[config.mk]
export PLATFORM = sky130hd
export DESIGN_NAME = fifo_sync_param_flat
export DESIGN_NICKNAME = d
export VERILOG_FILES = /design/src/rtl/fifo_sync_param_pkg.sv /design/src/rtl/fifo_sync_param_if.sv /design/src/rtl/fifo_sync_param_ram_sdp.sv /design/src/rtl/fifo_sync_param.sv /design/src/flat_wrapper.sv
export SDC_FILE = /design/constraint.sdc
export NUM_CORES = 2
export LEC_CHECK = 0
export ABC_AREA = 0
export CORE_ASPECT_RATIO = 1.2
export CORE_MARGIN = 8
export CORE_UTILIZATION = 60
export CTS_BUF_LIST = sky130_fd_sc_hd__clkbuf_4 sky130_fd_sc_hd__clkbuf_8
export CTS_CLUSTER_SIZE = 14
export DETAILED_ROUTE_END_ITERATION = 16
export GPL_TIMING_DRIVEN = 1
export PLACE_DENSITY_LB_ADDON = 0.08
export SLEW_MARGIN = 15
export SYNTH_ARGS = -nofsm -noshare
export SYNTH_HDL_FRONTEND = slang
export SYNTH_SLANG_ARGS = --single-unit
[constraint.sdc]
create_clock -name iClk -period 4.1 [get_ports iClk]
set_clock_uncertainty 0.05 [all_clocks]
set_input_delay 0.41 -clock iClk [delete_from_list [all_inputs] [get_ports iClk]]
set_output_delay 0.41 -clock iClk [all_outputs]
set_load 0.01 [all_outputs]
[src/rtl/fifo_sync_param_pkg.sv]
// Shared types and constants for the parametrised synchronous FIFO.
package fifo_sync_param_pkg;

  typedef enum logic {
    ST_EMPTY = 1'b0,
    ST_VALID = 1'b1
  } fwft_state_e;

  localparam int unsigned FIFO_STD  = 0;
  localparam int unsigned FIFO_FWFT = 1;

endpackage

[src/rtl/fifo_sync_param_if.sv]
// Write/read handshake, status and error bundle of fifo_sync_param.
interface fifo_sync_param_if #(
  parameter int unsigned pDataWidth = 8,
  parameter int unsigned pAddrWidth = 9
);
  logic                  iWrEn;
  logic [pDataWidth-1:0] iWrData;
  logic                  oWrFull;
  logic                  oWrAlmostFull;
  logic                  iRdEn;
  logic [pDataWidth-1:0] oRdData;
  logic                  oRdValid;
  logic                  oRdEmpty;
  logic                  oRdAlmostEmpty;
  logic [pAddrWidth:0]   oCount;
  logic                  oOverflow;
  logic                  oUnderflow;
  logic                  iClrErr;

  modport master (
    output iWrEn, iWrData, iRdEn, iClrErr,
    input  oWrFull, oWrAlmostFull, oRdData, oRdValid, oRdEmpty,
           oRdAlmostEmpty, oCount, oOverflow, oUnderflow
  );

  modport slave (
    input  iWrEn, iWrData, iRdEn, iClrErr,
    output oWrFull, oWrAlmostFull, oRdData, oRdValid, oRdEmpty,
           oRdAlmostEmpty, oCount, oOverflow, oUnderflow
  );
endinterface

[src/rtl/fifo_sync_param_ram_sdp.sv]
// Simple dual-port RAM: one write port, one registered read port.
// Maps onto iCE40 block RAM tiles or an inferred array.
module fifo_sync_param_ram_sdp #(
  parameter int unsigned pDataWidth = 8,
  parameter int unsigned pAddrWidth = 9
) (
  input  logic                  i_clk,
  input  logic                  i_we,
  input  logic [pAddrWidth-1:0] i_waddr,
  input  logic [pDataWidth-1:0] i_wdata,
  input  logic                  i_re,
  input  logic [pAddrWidth-1:0] i_raddr,
  output logic [pDataWidth-1:0] o_rdata
);
  localparam int unsigned DEPTH = 1 << pAddrWidth;

  logic [pDataWidth-1:0] r_mem [DEPTH];
  logic [pDataWidth-1:0] r_rdata;

  always_ff @(posedge i_clk) begin
    if (i_we) r_mem[i_waddr] <= i_wdata;
    if (i_re) r_rdata <= r_mem[i_raddr];
  end

  assign o_rdata = r_rdata;
endmodule

[src/rtl/fifo_sync_param.sv]
// Parametrised single-clock FIFO with standard or first-word-fall-through read,
// almost-full/empty thresholds, fill level and sticky overflow/underflow flags.
module fifo_sync_param
  import fifo_sync_param_pkg::*;
#(
  parameter int unsigned pDataWidth   = 8,
  parameter int unsigned pAddrWidth   = 9,
  parameter int unsigned pAlmostFull  = (1 << pAddrWidth) - 2,
  parameter int unsigned pAlmostEmpty = 2,
  parameter int unsigned pFwft        = FIFO_STD
) (
  input logic              iClk,
  input logic              iRst,
  fifo_sync_param_if.slave bus
);
  localparam int unsigned CW    = pAddrWidth + 1;
  localparam int unsigned DEPTH = 1 << pAddrWidth;
  localparam bit          FWFT  = (pFwft == FIFO_FWFT);

  if (pDataWidth == 0 || pDataWidth > 32 || pAddrWidth == 0 || pAddrWidth > 9 ||
      pFwft > 1 || pAlmostFull > DEPTH || pAlmostEmpty > DEPTH) begin : g_bad_param
    $error("fifo_sync_param: parameter out of range");
  end

  logic [CW-1:0]         r_wr_ptr, r_rd_ptr, r_count;
  logic                  r_full, r_afull, r_empty, r_aempty, r_valid;
  logic                  r_ovf, r_udf, r_pf, r_rd_issue;
  fwft_state_e           r_state, w_state_nxt;
  logic [pDataWidth-1:0] w_ram_q, r_rd_data;
  logic                  w_wr_acc, w_wr_rej, w_rd_rej, w_pop, w_slot, w_load;
  logic                  w_ram_rd, w_pf_nxt, w_empty_nxt, w_valid_nxt, w_out_ld;
  logic [CW-1:0]         w_wr_ptr_nxt, w_rd_ptr_nxt, w_ram_cnt, w_ram_cnt_nxt, w_cnt_nxt;

  assign w_wr_acc  = bus.iWrEn & ~r_full;
  assign w_wr_rej  = bus.iWrEn & r_full;
  assign w_ram_cnt = r_wr_ptr - r_rd_ptr;
  assign w_out_ld  = FWFT ? w_load : r_rd_issue;

  // Read-side control; in FWFT mode the RAM output register acts as a one-word
  // prefetch stage ahead of the presented word, so pops run without bubbles.
  always_comb begin
    w_state_nxt = r_state;
    w_pop       = 1'b0;
    w_slot      = 1'b0;
    w_load      = 1'b0;
    w_ram_rd    = 1'b0;
    w_pf_nxt    = 1'b0;
    w_rd_rej    = 1'b0;
    if (FWFT) begin
      w_pop    = bus.iRdEn & (r_state == ST_VALID);
      w_rd_rej = bus.iRdEn & (r_state == ST_EMPTY);
      w_slot   = (r_state == ST_EMPTY) | w_pop;
      w_load   = w_slot & r_pf;
      w_ram_rd = (w_ram_cnt != '0) & (~r_pf | w_slot);
      w_pf_nxt = w_ram_rd | (r_pf & ~w_slot);
      case (r_state)
        ST_EMPTY: if (r_pf) w_state_nxt = ST_VALID;
        ST_VALID: if (w_pop & ~r_pf) w_state_nxt = ST_EMPTY;
        default:  w_state_nxt = ST_EMPTY;
      endcase
    end else begin
      w_ram_rd = bus.iRdEn & ~r_empty;
      w_rd_rej = bus.iRdEn & r_empty;
    end
    w_wr_ptr_nxt  = r_wr_ptr + CW'(w_wr_acc);
    w_rd_ptr_nxt  = r_rd_ptr + CW'(w_ram_rd);
    w_ram_cnt_nxt = w_wr_ptr_nxt - w_rd_ptr_nxt;
    w_cnt_nxt     = w_ram_cnt_nxt;
    if (FWFT) w_cnt_nxt = w_ram_cnt_nxt + CW'(w_state_nxt == ST_VALID) + CW'(w_pf_nxt);
    w_empty_nxt = FWFT ? (w_state_nxt == ST_EMPTY) : (w_ram_cnt_nxt == '0);
    w_valid_nxt = FWFT ? (w_state_nxt == ST_VALID) : r_rd_issue;
  end

  always_ff @(posedge iClk or posedge iRst) begin
    if (iRst) r_state <= ST_EMPTY;
    else      r_state <= w_state_nxt;
  end

  // Pointers, occupancy and all status flags reflect the state after this edge.
  always_ff @(posedge iClk or posedge iRst) begin
    if (iRst) begin
      r_wr_ptr   <= '0;
      r_rd_ptr   <= '0;
      r_count    <= '0;
      r_full     <= 1'b0;
      r_afull    <= 1'b0;
      r_empty    <= 1'b1;
      r_aempty   <= 1'b1;
      r_valid    <= 1'b0;
      r_ovf      <= 1'b0;
      r_udf      <= 1'b0;
      r_pf       <= 1'b0;
      r_rd_issue <= 1'b0;
    end else begin
      r_wr_ptr   <= w_wr_ptr_nxt;
      r_rd_ptr   <= w_rd_ptr_nxt;
      r_count    <= w_cnt_nxt;
      r_full     <= (w_cnt_nxt == CW'(DEPTH));
      r_afull    <= (w_cnt_nxt >= CW'(pAlmostFull));
      r_empty    <= w_empty_nxt;
      r_aempty   <= (w_cnt_nxt <= CW'(pAlmostEmpty));
      r_valid    <= w_valid_nxt;
      r_pf       <= w_pf_nxt;
      r_rd_issue <= w_ram_rd & ~FWFT;
      if (bus.iClrErr) begin
        r_ovf <= 1'b0;
        r_udf <= 1'b0;
      end else begin
        r_ovf <= r_ovf | w_wr_rej;
        r_udf <= r_udf | w_rd_rej;
      end
    end
  end

  always_ff @(posedge iClk) begin
    if (w_out_ld) r_rd_data <= w_ram_q;
  end

  fifo_sync_param_ram_sdp #(
    .pDataWidth(pDataWidth),
    .pAddrWidth(pAddrWidth)
  ) u_ram (
    .i_clk   (iClk),
    .i_we    (w_wr_acc),
    .i_waddr (r_wr_ptr[pAddrWidth-1:0]),
    .i_wdata (bus.iWrData),
    .i_re    (w_ram_rd),
    .i_raddr (r_rd_ptr[pAddrWidth-1:0]),
    .o_rdata (w_ram_q)
  );

  assign bus.oWrFull        = r_full;
  assign bus.oWrAlmostFull  = r_afull;
  assign bus.oRdData        = r_rd_data;
  assign bus.oRdValid       = r_valid;
  assign bus.oRdEmpty       = r_empty;
  assign bus.oRdAlmostEmpty = r_aempty;
  assign bus.oCount         = r_count;
  assign bus.oOverflow      = r_ovf;
  assign bus.oUnderflow     = r_udf;
endmodule
[src/flat_wrapper.sv]
// flat-port wrapper written by rule: the top's interface ports become plain ports
module fifo_sync_param_flat import fifo_sync_param_pkg::*;
#(
  parameter int unsigned pDataWidth   = 8,
  parameter int unsigned pAddrWidth   = 9,
  parameter int unsigned pAlmostFull  = (1 << pAddrWidth) - 2,
  parameter int unsigned pAlmostEmpty = 2,
  parameter int unsigned pFwft        = FIFO_STD
)
  (iClk, iRst, bus_iWrEn, bus_iWrData, bus_iRdEn, bus_iClrErr, bus_oWrFull, bus_oWrAlmostFull, bus_oRdData, bus_oRdValid, bus_oRdEmpty, bus_oRdAlmostEmpty, bus_oCount, bus_oOverflow, bus_oUnderflow);
  fifo_sync_param_if #(.pDataWidth(pDataWidth), .pAddrWidth(pAddrWidth)) bus_i ();
  input logic iClk;
  input logic iRst;
  input wire logic [$bits(bus_i.iWrEn)-1:0] bus_iWrEn;
  input wire logic [$bits(bus_i.iWrData)-1:0] bus_iWrData;
  input wire logic [$bits(bus_i.iRdEn)-1:0] bus_iRdEn;
  input wire logic [$bits(bus_i.iClrErr)-1:0] bus_iClrErr;
  output wire logic [$bits(bus_i.oWrFull)-1:0] bus_oWrFull;
  output wire logic [$bits(bus_i.oWrAlmostFull)-1:0] bus_oWrAlmostFull;
  output wire logic [$bits(bus_i.oRdData)-1:0] bus_oRdData;
  output wire logic [$bits(bus_i.oRdValid)-1:0] bus_oRdValid;
  output wire logic [$bits(bus_i.oRdEmpty)-1:0] bus_oRdEmpty;
  output wire logic [$bits(bus_i.oRdAlmostEmpty)-1:0] bus_oRdAlmostEmpty;
  output wire logic [$bits(bus_i.oCount)-1:0] bus_oCount;
  output wire logic [$bits(bus_i.oOverflow)-1:0] bus_oOverflow;
  output wire logic [$bits(bus_i.oUnderflow)-1:0] bus_oUnderflow;
  assign bus_i.iWrEn = bus_iWrEn;
  assign bus_i.iWrData = bus_iWrData;
  assign bus_i.iRdEn = bus_iRdEn;
  assign bus_i.iClrErr = bus_iClrErr;
  assign bus_oWrFull = bus_i.oWrFull;
  assign bus_oWrAlmostFull = bus_i.oWrAlmostFull;
  assign bus_oRdData = bus_i.oRdData;
  assign bus_oRdValid = bus_i.oRdValid;
  assign bus_oRdEmpty = bus_i.oRdEmpty;
  assign bus_oRdAlmostEmpty = bus_i.oRdAlmostEmpty;
  assign bus_oCount = bus_i.oCount;
  assign bus_oOverflow = bus_i.oOverflow;
  assign bus_oUnderflow = bus_i.oUnderflow;
  fifo_sync_param #(.pDataWidth(pDataWidth), .pAddrWidth(pAddrWidth), .pAlmostFull(pAlmostFull), .pAlmostEmpty(pAlmostEmpty), .pFwft(pFwft)) u_core (.iClk(iClk), .iRst(iRst), .bus(bus_i));
endmodule
==> metrics <==
Post-Syn Instances=7736; Slew @ Worst Pin=1.088 ns; Detailed Place HPWL=287700 um; area grow syn2layout=12.40%; DR vias/cell=6.749; Fin. Hold Viols=0; crit path DAT=4.99 ns; Cell variety after synth=86; predominant post-synthesis flop cell=edfxtp_1; die width=490.1 um; Post-synth EDFFs=4112; Starting Density=60.10%; Synth Cell Area=161900 um2; vias=85232; Crit Path Category=reg2reg; failing checks=negative setup slack; CTS root buffer=clkbuf_8; Routed WL per cell=36.33 um; sequential element share of the synthesized area=76.87%; Post-Syn Area per Cell=20.92 um2; Slew HR=27.44%; first-pass GRT wire length=640700 um; H-tree Lvls=6; drt first pass iters=8; Syn Nets=7760; core footprint=269300 um2; 1st-iter DRT viols=11418; Placed Cells=11498; pwr/cell area=667.7 nW/um2; Die ar.=286700 um2; I/O pin count=38; hold_ws=0.2173 ns; Max Slew Vio Count=0; post-layout min period=4.139 ns; largest net degree at the start of global routing=135; CTS Buffer Depth=4; peak supply drop=0.0004957 V; status=complete, but fails checks; worst path required time=4.95 ns; Global Route Usage Sum=31.43%; startpoint types=register; Clk Latency, worst-skew pair=1.09 ns; Placed Area=169900 um2; initial antenna violation count=21; Sink Count=4150; CTS tree=yes; # port buffers=37; Final Cell Area=181900 um2; Die Y-Extent=585.0 um; GRT overflow=0; drt drc=0; FMAX=241.6 MHz; crit-path max FO=17; LEAKAGE=58.65 nW; maxcap violations=0; Hold WC Path Type=in2reg; final worst slack=-0.03866 ns; cts bufs inserted=626; Tcrit/Tclk final=100.9%; number of synthesized register bits=4150; Ys Warns=0; Antenna Nets Post-Route=0; Final setup viols=3; Site Rows=209; crit end category=register; Post-synth ARST share=0.9157%; WL final=458800 um; CTS clk-pin slew, worst paths=0.07 ns; Pwr Total=121.5 mW; nets@finish=8582; fraction of layout cells with a size suffix above 1=28.09%; Final Non-Filler Cells=12629; vias in the first global route=85295; Final GP Congestion=0.9316
[placed cells by master (no fill, tap or decap), types with 9 or more instances in the layout]
cell type	Yosys	final
mux4_2	897	897
clkinvlp_4	0	13
a221oi_1	121	120
nand2_4	0	12
nand4_1	10	10
dlygate4sd3_1	0	12
mux2i_1	451	451
a21oi_1	166	166
a221o_1	10	10
diode_2	0	21
a22oi_1	59	59
buf_12	15	110
buf_4	38	508
nand2_1	195	183
inv_1	30	28
nor2_1	627	624
xnor2_1	19	19
clkbuf_8	0	648
o221ai_1	63	63
nor3_1	29	27
or3_1	9	9
a31oi_1	19	19
dfrtp_1	36	29
inv_6	0	9
clkdlybuf4s50_1	0	29
clkinv_2	0	44
o22ai_1	83	83
clkbuf_4	0	214
o211ai_1	17	17
clkinv_1	1	154
o21ai_0	71	68
edfxtp_1	4112	4112
nand3_1	29	25
mux2_2	10	10
a211oi_1	18	18
o21ai_1	14	17
ha_1	10	10
[layer usage]
layer	part of all wire, %	track usage, %	routed length [um]	vias to the layer above
li1	-	-	-	33920
met1	36	41.98	165000	44764
met2	47	49.67	217500	5394
met3	11	7.150	49060	1142
met4	5.9	15.70	27170	12
met5	0.017	0	77	-
[sequential cells by signal, summed over array words and instances, names as in the netlist]
signal and count:
u_core.r_rd_ptr 10, u_core.bus.oOverflow 1, u_core.bus.oRdEmpty 1, u_core.r_wr_ptr 10, u_core.bus.oWrFull 1, u_core.bus.oUnderflow 1, u_core.r_rd_issue 1, u_core.bus.oCount 10
u_core.bus.oRdValid 1, u_core.u_ram.r_mem 4096, u_core.u_ram.o_rdata 8, u_core.bus.oRdData 8, u_core.bus.oWrAlmostFull 1, u_core.bus.oRdAlmostEmpty 1
[cell usage after synthesis (all sizes together), types with 32 or more instances]
cell type	instances	area [um2]
clkbuf	202	758.2
a21oi	166	830.8
a22oi	59	442.9
edfxtp	4112	123500
buf	276	2359
o221ai	63	551.8
o22ai	83	519.3
mux4	899	20250
nand2	195	732.0
inv	32	120.1
a221oi	124	1105
o21ai	85	425.4
dfrtp	36	900.9
nor2	627	2354
mux2i	451	4514
[cell type report]
type                       instances  area, um2
sequential                      4150     124500
fill                           17332      87420
multi-input combinational       3075      34420
clock buffer                     862      10530
timing repair buffer             672       6651
tap                             3587       4488
clock inverter                   229       1201
inverter                          33      136.4
antenna                           21      52.55
[repair_timing]
action                                  CTS  global route
buffers inserted                          0             7
endpoints found under the setup margin    5             4
pin swaps                                 0             0
hold endpoints to repair                754             0
gates resized for setup                   6            10
hold buffers                             12             0
[kinds of logic (layout without fill, tap and decap cells)]
group,count (synthesis),count (layout),synth area share (%)
AND/OR/NAND/NOR,967,967,2.454
flip-flops,4150,4150,76.87
other,0,21,0
adder cells (fa/ha/maj),14,14,0.1090
XOR/XNOR,24,24,0.1391
AO/OA/AOI/OAI,710,710,3.051
multiplexers,1360,1360,15.37
buffers and inverters,511,1796,2.002
[final timing paths]
check	startpoint	to	slack, ns	depth (start not counted)
worst max register to register	u_core.r_rd_ptr[0]	u_core.u_ram.o_rdata[6]	-0.04	12
max in group asynchronous	iRst	u_core.r_rd_ptr[2]	3.28	4
worst min-delay path	bus_iRdEn	u_core.r_rd_issue	0.22	3
worst min register to register	u_core.u_ram.o_rdata[4]	u_core.bus.oRdData[4]	0.37	0
worst max-delay path	u_core.r_rd_ptr[0]	u_core.u_ram.o_rdata[6]	-0.04	12
min in group asynchronous	iRst	u_core.r_rd_ptr[4]	0.28	4
[where the power goes]
part           total, mW  leakage [nW]  internal (mW)  switching (mW)
Combinational       41.3          15.0           15.8            25.6
Sequential          47.7          37.4           47.1           0.567
Clock               32.5          6.21           16.9            15.5
Total                121          58.6           79.8            41.7
[worst max-delay path: stages (launching register included)]
cell and delay, ns:
dfrtp_4 0.45, buf_12 0.24, buf_16 0.26, buf_12 0.18, buf_4 0.31, mux2i_1 0.12
a221oi_1 0.58, a21oi_1 0.13, nor2_1 0.34, o31ai_1 0.21, o2111ai_1 0.32, nand4_1 0.39
a31oi_1 0.27
[through the flow]
stage	setup WS, ns	TNS, ns	utilization [%]
2_1_floorplan	0.3836	0	-
3_3_place_gp	-0.1185	-0.1904	63.08
3_5_place_dp	-0.08676	-0.2180	63.08
4_1_cts	0.01045	0	67.49
5_1_grt	-0.0005000	-0.0005000	67.53
6_report	-0.03866	-0.07102	67.55
(Power assumes the default switching activity.)
